===== src/rtl/filt_pkg.sv =====
// rtl/filt_pkg.sv - shared widths and tag type for the noise-reduction filter adder path
//
// Purpose: single home for the tap/sum widths and the shared adder latency so
// the arbiter, its result buffers and any client agree on one set of numbers.
// Ports: none (package).
package filt_pkg;

  localparam int DATA_W  = 16;              // one tap operand
  localparam int NTAP    = 9;               // 3x3 window
  localparam int SUM_W   = DATA_W + 4;      // 9 * (2^16-1) fits in 20 bits
  localparam int ADD_LAT = 1;               // register stages inside the shared adder
  localparam int REQ_W   = NTAP * DATA_W;   // packed window width

  // Travels alongside each operand set through the adder latency.
  typedef struct packed {
    logic v;    // a real request was issued in this slot
    logic id;   // requester that owns the result
  } tag_t;

endpackage


===== src/rtl/sum_result_fifo.sv =====
// rtl/sum_result_fifo.sv - first-word-fall-through buffer for adder results
//
// Purpose: private result queue for one requester of the shared window adder.
// Ports:
//   clk, rst_n  clock, asynchronous active-low reset (empties the buffer)
//   wr_en       push wr_data this cycle
//   wr_data     SUM_W result from the shared adder
//   rd_en       pop the head this cycle (ignored when empty)
//   valid       buffer non-empty
//   data        head entry, 0 when empty
//   full        RES_DEPTH entries held
module sum_result_fifo #(
  parameter int SUM_W     = 20,
  parameter int RES_DEPTH = 2
) (
  input  logic             clk,
  input  logic             rst_n,
  input  logic             wr_en,
  input  logic [SUM_W-1:0] wr_data,
  input  logic             rd_en,
  output logic             valid,
  output logic [SUM_W-1:0] data,
  output logic             full
);

  localparam int PTR_W = (RES_DEPTH > 1) ? $clog2(RES_DEPTH) : 1;
  localparam int CNT_W = $clog2(RES_DEPTH + 1);
  localparam logic [PTR_W-1:0] LAST_PTR = PTR_W'(RES_DEPTH - 1);
  localparam logic [CNT_W-1:0] CNT_FULL = CNT_W'(RES_DEPTH);

  logic [SUM_W-1:0] mem [RES_DEPTH];
  logic [PTR_W-1:0] wr_ptr;
  logic [PTR_W-1:0] rd_ptr;
  logic [CNT_W-1:0] count;
  logic             do_wr;
  logic             do_rd;

  assign valid = (count != '0);
  assign full  = (count == CNT_FULL);
  assign do_rd = rd_en && valid;
  // Upstream credit accounting keeps writes away from a full buffer; the
  // gate here only protects stored data if that contract is ever broken.
  assign do_wr = wr_en && !full;
  assign data  = valid ? mem[rd_ptr] : '0;

  // Storage is not reset: count==0 already hides any stale contents.
  always_ff @(posedge clk) begin
    if (do_wr) begin
      mem[wr_ptr] <= wr_data;
    end
  end

  always_ff @(posedge clk or negedge rst_n) begin
    if (!rst_n) begin
      wr_ptr <= '0;
      rd_ptr <= '0;
      count  <= '0;
    end else begin
      if (do_wr) begin
        wr_ptr <= (wr_ptr == LAST_PTR) ? '0 : wr_ptr + 1'b1;
      end
      if (do_rd) begin
        rd_ptr <= (rd_ptr == LAST_PTR) ? '0 : rd_ptr + 1'b1;
      end
      case ({do_wr, do_rd})
        2'b10:   count <= count + 1'b1;
        2'b01:   count <= count - 1'b1;
        default: count <= count;   // idle, or write and pop together
      endcase
    end
  end

  a_no_overflow: assert property (@(posedge clk) disable iff (!rst_n) !(wr_en && full));

endmodule


===== src/rtl/adder_tree_arbiter.sv =====
// rtl/adder_tree_arbiter.sv - round-robin time-sharing of one 9-tap window adder between two requesters
//
// Purpose: grants the external pipelined adder to the smoothing path (0) or
// the edge/variance path (1), tags each issue through the adder latency and
// steers the sum into that requester's result buffer. A per-requester credit
// (buffered + in flight) stops issue before a buffer could overflow.
// Ports:
//   clk, rst_n          clock, asynchronous active-low reset
//   reqN_valid/data     window request (tap k at [k*DATA_W +: DATA_W])
//   reqN_ready          request N accepted this cycle (equals its grant)
//   resN_valid/sum      head of result buffer N (sum 0 when empty)
//   resN_ready          consumer N pops the head
//   add_c               operands to the shared adder, 0 when idle
//   add_sum             adder result, ADD_LAT cycles after add_c
module adder_tree_arbiter
  import filt_pkg::*;
#(
  parameter int RES_DEPTH = 2
) (
  input  logic             clk,
  input  logic             rst_n,
  input  logic             req0_valid,
  input  logic [REQ_W-1:0] req0_data,
  output logic             req0_ready,
  input  logic             req1_valid,
  input  logic [REQ_W-1:0] req1_data,
  output logic             req1_ready,
  output logic             res0_valid,
  output logic [SUM_W-1:0] res0_sum,
  input  logic             res0_ready,
  output logic             res1_valid,
  output logic [SUM_W-1:0] res1_sum,
  input  logic             res1_ready,
  output logic [REQ_W-1:0] add_c,
  input  logic [SUM_W-1:0] add_sum
);

  localparam int OCC_W = $clog2(RES_DEPTH + 1);
  localparam logic [OCC_W-1:0] OCC_MAX = OCC_W'(RES_DEPTH);

  logic [OCC_W-1:0] occ [2];       // buffered + in-flight results per requester
  logic [1:0]       eligible;
  logic [1:0]       grant;
  logic [1:0]       pop;
  logic [1:0]       wr_en;
  logic [1:0]       full;
  logic             last_grant;    // requester granted most recently
  tag_t             tag_pipe [ADD_LAT];
  tag_t             tag_out;

  // Occupancy is the registered value; a pop this cycle frees its slot only
  // from the next cycle on, which keeps the ready path free of res*_ready.
  assign eligible[0] = req0_valid && (occ[0] < OCC_MAX);
  assign eligible[1] = req1_valid && (occ[1] < OCC_MAX);

  // Grants are held off while reset is asserted so the readies read 0 even
  // with requesters already presenting windows.
  always_comb begin
    grant = 2'b00;
    if (rst_n) begin
      if (eligible == 2'b11) begin
        grant = last_grant ? 2'b01 : 2'b10;
      end else begin
        grant = eligible;
      end
    end
  end

  assign req0_ready = grant[0];
  assign req1_ready = grant[1];

  always_comb begin
    add_c = '0;
    if (grant[0]) begin
      add_c = req0_data;
    end else if (grant[1]) begin
      add_c = req1_data;
    end
  end

  assign pop[0] = res0_valid && res0_ready;
  assign pop[1] = res1_valid && res1_ready;

  always_ff @(posedge clk or negedge rst_n) begin
    if (!rst_n) begin
      occ[0]     <= '0;
      occ[1]     <= '0;
      last_grant <= 1'b1;          // requester 0 wins the first tie
    end else begin
      for (int i = 0; i < 2; i++) begin
        case ({grant[i], pop[i]})
          2'b10:   occ[i] <= occ[i] + 1'b1;
          2'b01:   occ[i] <= occ[i] - 1'b1;
          default: occ[i] <= occ[i];
        endcase
      end
      if (|grant) begin
        last_grant <= grant[1];
      end
    end
  end

  // Tag shift register mirrors the adder's internal stages, so the last
  // stage describes the add_sum currently on the input.
  always_ff @(posedge clk or negedge rst_n) begin
    if (!rst_n) begin
      for (int k = 0; k < ADD_LAT; k++) begin
        tag_pipe[k] <= '0;
      end
    end else begin
      tag_pipe[0] <= {|grant, grant[1]};
      for (int k = 1; k < ADD_LAT; k++) begin
        tag_pipe[k] <= tag_pipe[k-1];
      end
    end
  end

  assign tag_out  = tag_pipe[ADD_LAT-1];
  assign wr_en[0] = tag_out.v && !tag_out.id;
  assign wr_en[1] = tag_out.v &&  tag_out.id;

  sum_result_fifo #(
    .SUM_W     (SUM_W),
    .RES_DEPTH (RES_DEPTH)
  ) u_res0 (
    .clk     (clk),
    .rst_n   (rst_n),
    .wr_en   (wr_en[0]),
    .wr_data (add_sum),
    .rd_en   (res0_ready),
    .valid   (res0_valid),
    .data    (res0_sum),
    .full    (full[0])
  );

  sum_result_fifo #(
    .SUM_W     (SUM_W),
    .RES_DEPTH (RES_DEPTH)
  ) u_res1 (
    .clk     (clk),
    .rst_n   (rst_n),
    .wr_en   (wr_en[1]),
    .wr_data (add_sum),
    .rd_en   (res1_ready),
    .valid   (res1_valid),
    .data    (res1_sum),
    .full    (full[1])
  );

  // Credits must never let a result arrive at a full buffer, and never
  // count beyond the buffer depth.
  a_credit_wr0: assert property (@(posedge clk) disable iff (!rst_n) wr_en[0] |-> !full[0]);
  a_credit_wr1: assert property (@(posedge clk) disable iff (!rst_n) wr_en[1] |-> !full[1]);
  a_occ_bound:  assert property (@(posedge clk) disable iff (!rst_n)
                                 (occ[0] <= OCC_MAX) && (occ[1] <= OCC_MAX));

endmodule

===== config.mk =====
export PLATFORM = sky130hd
export DESIGN_NAME = adder_tree_arbiter
export DESIGN_NICKNAME = d
export VERILOG_FILES = /design/src/rtl/filt_pkg.sv /design/src/rtl/sum_result_fifo.sv /design/src/rtl/adder_tree_arbiter.sv
export SDC_FILE = /design/constraint.sdc
export NUM_CORES = 1
export LEC_CHECK = 0
export CORE_AREA = 4 4 191 193
export DETAILED_ROUTE_END_ITERATION = 10
export DIE_AREA = 0 0 195 197
export SYNTH_ARGS = -nofsm -noshare
export SYNTH_HDL_FRONTEND = slang
export SYNTH_HIERARCHICAL = 1
export SYNTH_SLANG_ARGS = --single-unit

===== constraint.sdc =====
create_clock -name clk -period 3.44 [get_ports clk]
set_input_delay 1.032 -clock clk [delete_from_list [all_inputs] [get_ports clk]]
set_output_delay 1.032 -clock clk [all_outputs]
set_load 0.005 [all_outputs]

## Word-level counts from Yosys, hierarchy flattened

Memories as Yosys holds them, arrays and structs flattened.
Index checks and enable logic that the tools add are counted.

- Latch bits: 0
- Memories: 2
- Bits in read-only memories: 0
- Register bits after elaboration: 15
- RAM bits: 80
- Word-level logic and storage cells: 75

- Reduce and logical (&&, ||, !) cells: 18
- Shift-type cells: 0
- Order comparisons: 2
- Eq/ne operators: 11
- Add/sub/neg operators: 12
- Muxes and demuxes: 19
- Bitwise logic cells: 0
- Div/mod/pow operators: 0
- Multiply operators: 0

Memories:

| name | words | width | rd ports | clocked after Yosys merged registers in | wr ports | line | text |
|---|---|---|---|---|---|---|---|
| u_res0.mem | 2 | 20 | 1 | 0 | 1 | sum_result_fifo.sv:31 | `logic [SUM_W-1:0] mem [RES_DEPTH];` |
| u_res1.mem | 2 | 20 | 1 | 0 | 1 | sum_result_fifo.sv:31 |  |

Operators with widths:

| cell | number |
|---|---|
| 2-to-1 mux 144 bit | 2 |
| 2-to-1 mux 20 bit | 2 |
| one-hot mux 2 bit (2 select lines) | 4 |
| == test 2 bit, second input constant | 7 |
| nonzero test 2 bit | 6 |
| adder 2 x 1 -> 2 bit, second input constant | 4 |
| == test 2 x 1 -> 1 bit, second input constant | 4 |
| logical AND 1 bit | 8 |
| 2-to-1 mux 1 bit | 8 |
| subtractor 2 x 1 -> 2 bit, second input constant | 4 |
| 2-to-1 mux 2 bit | 3 |
| adder 1 bit, second input constant | 4 |
| < comparator 2 bit, second input constant | 2 |
| zero test 1 bit | 3 |
| OR reduction 2 bit | 1 |

## Logic depth before layout (Yosys ltp)

- Word-level depth: 7
- Mapped depth: 9
- Mapped depth without buffers: 7

## By module

Netlist, hierarchy kept.

Modules (own cells, without submodules):

| module | area an instance (um^2) | instances | cells an instance | sequential area each (um^2) |
|---|---|---|---|---|
| sum_result_fifo | 1714.1 | 2 | 104 | 1301.2 |
| adder_tree_arbiter | 1818.0 | 1 | 208 | 176.4 |

## Least setup slack after synthesis

OpenSTA, ideal clock, no wires.

- Kind: input-to-output
- Start: input req0_valid
- End: output add_c[117]
- Arrival time: 1.956 ns
- Setup slack: 0.452 ns
- Buffers on the path: 2
- Stages on the path: 5
- Cell sequence: nor2b_1 -> a211oi_2 -> buf_2 -> buf_4 -> a22o_1

- Longest elaborated chain between the ends: 6

Ends and longest elaborated chain:

| item | line | text |
|---|---|---|
| start, declared | adder_tree_arbiter.sv:22 | `input logic req0_valid,` |
| logical AND 1 bit (*) | adder_tree_arbiter.sv:53 | `assign eligible[0] = req0_valid && (occ[0] < OCC_MAX);` |
| == test 2 bit | adder_tree_arbiter.sv:61 | `if (eligible == 2'b11) begin` |
| 2-to-1 mux 2 bit (*) | adder_tree_arbiter.sv:61 |  |
| 2-to-1 mux 2 bit (*) | adder_tree_arbiter.sv:60 | `if (rst_n) begin` |
| 2-to-1 mux 144 bit | adder_tree_arbiter.sv:76 | `end else if (grant[1]) begin` |
| 2-to-1 mux 144 bit (*) | adder_tree_arbiter.sv:74 | `if (grant[0]) begin` |
| end, declared | adder_tree_arbiter.sv:34 | `output logic [REQ_W-1:0] add_c,` |

Mark *: on every way between the ends. The rest lies on a longest branch, timed or not.

## Worst setup path after layout

- Start: input req0_valid
- End: output add_c[130]

Same word-level chain as after synthesis.

==> summary.md <==
| Metric | Value |
|---|---|
| Outcome | `complete, but fails checks` |
| Failing checks | `setup timing` |
| Hold Crit Class | `reg2reg` |
| Max Fanout on Critical Path | `5` |
| Leading cell type in the layout, fill and taps excluded | `clkdlybuf4s50_1` |
| Critical path class | `in2out` |
| Setup slack after layout | `-0.186 ns` |
| Pwr dens | `512 nW/um^2` |
| Vias per cell | `approximately 4.1` |
| Routed length on met3 | `3.64 mm` |
| First-pass GRT wire length | `around 46 mm` |
| I/O pin count | `between 500 and 600` |
| Worst Reg2Reg Path Length in Cells | `12` |
| Top Metal Used | `met5` |
| RD Place Congestion | `0.955` |
| CTS Buffer Depth | `2` |
| Total global-route track usage | `16.1%` |
| Clk_lat worst skew | `0.35 ns` |
| Max-slew violation count | `0` |
| Leak | `4.94 nW` |
| Arr. time, crit path | `2.59 ns` |
| Final Hold Slack | `between 0.4 and 0.5 ns` |
| Net count after synthesis | `approximately 730` |
| Final core occ | `between 30% and 40%` |
| GR Overflow Total | `0` |
| R2r endpoint | `occ[3]` |
| Worst VDD drop | `0.424 mV` |
| Vias in the first global route | `6,327` |
| Htree depth | `3` |
| Setup crit end | `add_c[130]` |
| WL final | `between 30 and 40 mm` |
| Startpoint Class | `input port` |
| Place WS | `-0.863 ns` |
| DR DRC count | `0` |
| Sw Share | `between 30% and 40%` |
| Clock Skews | `0.00938 ns` |
| MaxCap Viol Count | `0` |
| Initial drt markers | `252` |
| Yosys Warn Count | `6` |
| Switching power | `between 2 and 2.5 mW` |
| Placed Area | `11,000 sq um` |
| Final-report hold violation count | `0` |
| Post-synthesis cell area | `about 5200 sq um` |
| Setup crit start | `req0_valid` |
| Sequential share of power | `around a quarter` |
| Setup Viol. Count Final | `between 40 and 50` |
| Nets@finish | `1,305` |
| Int Pwr | `4.00 mW` |
| PortBufs | `501` |
| Met2 Wirelength | `16.2 mm` |
| Clock share of power | `16.4%` |
| Fmax | `0.276 GHz` |
| Syn-to-layout area delta | `124%` |
| Initial Util | `around 15%` |
| Drt wl/cell | `23.3 microns` |
| Core box area | `roughly 35,000 sq um` |
| TritonCTS clock tree | `done` |
| Worst EP required | `2.41 ns` |
| Post-Synthesis Cells | `414` |
| Share of cells above drive strength 1 | `28.5%` |
| DP HPWL | `~27 mm` |
| Antenna viol nets, final | `0` |
| Commonest non-fill, non-tap cells in the layout | `352 x clkdlybuf4s50_1, 137 x a22o_1, 109 x buf_2` |
| Clock slew at reported path FFs | `0.07 ns` |
| Reg2Reg Setup Slack | `1.19 ns` |
| Synth Area per Inst | `12.7 sq um` |
| CTS sink cnt | `95` |
| Largest net degree at the start of global routing | `22` |
| Combinational fraction of design power | `around 58%` |
| RSZ-0062 raised after global routing | `yes` |
| Die Span Y | `around 200 microns` |
| Crit share post-route | `105%` |
| Antenna violations before repair | `18` |
| CTS Buf Count | `9` |
| Full die area | `38,400 sq um` |
| Wl on met1 | `13.5 mm` |
| Clk root buf | `clkbuf_16` |
| Site Rows | `68` |
| Design Area, Final | `11,800 sq um` |
| Via count | `slightly above 6,000` |
| Max_slew headroom | `69.5%` |
| Min Tclk post-route | `3.63 ns` |
| Worst r2r src | `occ[1]` |
| First drt pass iteration count | `5` |
| Worst-Margin Slew | `0.457 ns` |
| Critical Path Sink Type | `output pin` |
| Die X | `195 microns` |
==> repair_timing <==
item,4_1_cts,5_1_grt
resized for setup,601,81
cloned,10,2
pin swaps,56,26
buffers inserted,46,19
hold buffers,0,0
setup endpoints to repair,146,121
==> layout make-up <==
cell class,instances,area (sq um)
antenna,12,30.0
clock buffer,9,225
clock inverter,7,75.1
fill,3524,22800
inverter,5,18.8
multi-input combinational,272,2270
sequential,95,2780
tap,455,569
timing repair buffer,605,5790
==> per-stage QoR <==
stage / std cells / setup TNS, ns / power [mW]
floorplan: 414 / 0 / 2.86
global placement: 1371 / -100.83 / 4.85
detailed placement: 1371 / -103.05 / 4.86
CTS: 1442 / -6.23 / 6.12
global route: 1455 / -6.36 / 6.37
finish: 1460 / -2.69 / 6.02
==> worst min path at each step <==
stage                  start            end  slack [ns]  depth (start not counted)
2_1_floorplan         occ[3]         occ[3]        0.46                          1
3_3_place_gp          occ[3]         occ[3]        0.48                          1
3_5_place_dp          occ[2]         occ[2]        0.48                          1
4_1_cts               occ[2]         occ[2]        0.50                          1
5_1_grt        u_res1/wr_ptr  u_res1/wr_ptr        0.54                          1
6_report              occ[2]         occ[2]        0.50                          1
==> critical path, stage by stage <==
cell     delay, ns
buf_6         0.09
nor2b_4       0.12
buf_6         0.11
o211a_4       0.15
buf_12        0.13
buf_12        0.14
buf_12        0.12
buf_8         0.12
buf_6         0.11
buf_6         0.10
a22o_1        0.22
buf_2         0.13
==> layer usage <==
layer | vias up | track usage, %
met1 | 2889 | 19.3
li1 | 2801 | -
met2 | 294 | 26.3
met5 | - | 0
met4 | 14 | 3.80
met3 | 45 | 7.61
==> flip-flops by register name, summed over array words and instances (netlist names), 2 cells and up <==
name / count
occ: 4
u_res1/count: 2
u_res1/mem: 40
u_res0/count: 2
u_res0/mem: 40
tag_out: 2
==> power groups by stage <==
stage | combinational (mW) | clock, mW | sequential (mW)
after floorplan | 1.33 | 0 | 1.54
after global placement | 3.29 | 0 | 1.56
after detailed placement | 3.29 | 0 | 1.57
after CTS | 3.55 | 1.02 | 1.55
after global routing | 3.73 | 1.07 | 1.57
final | 3.48 | 0.989 | 1.55
(Power assumes the default switching activity.)
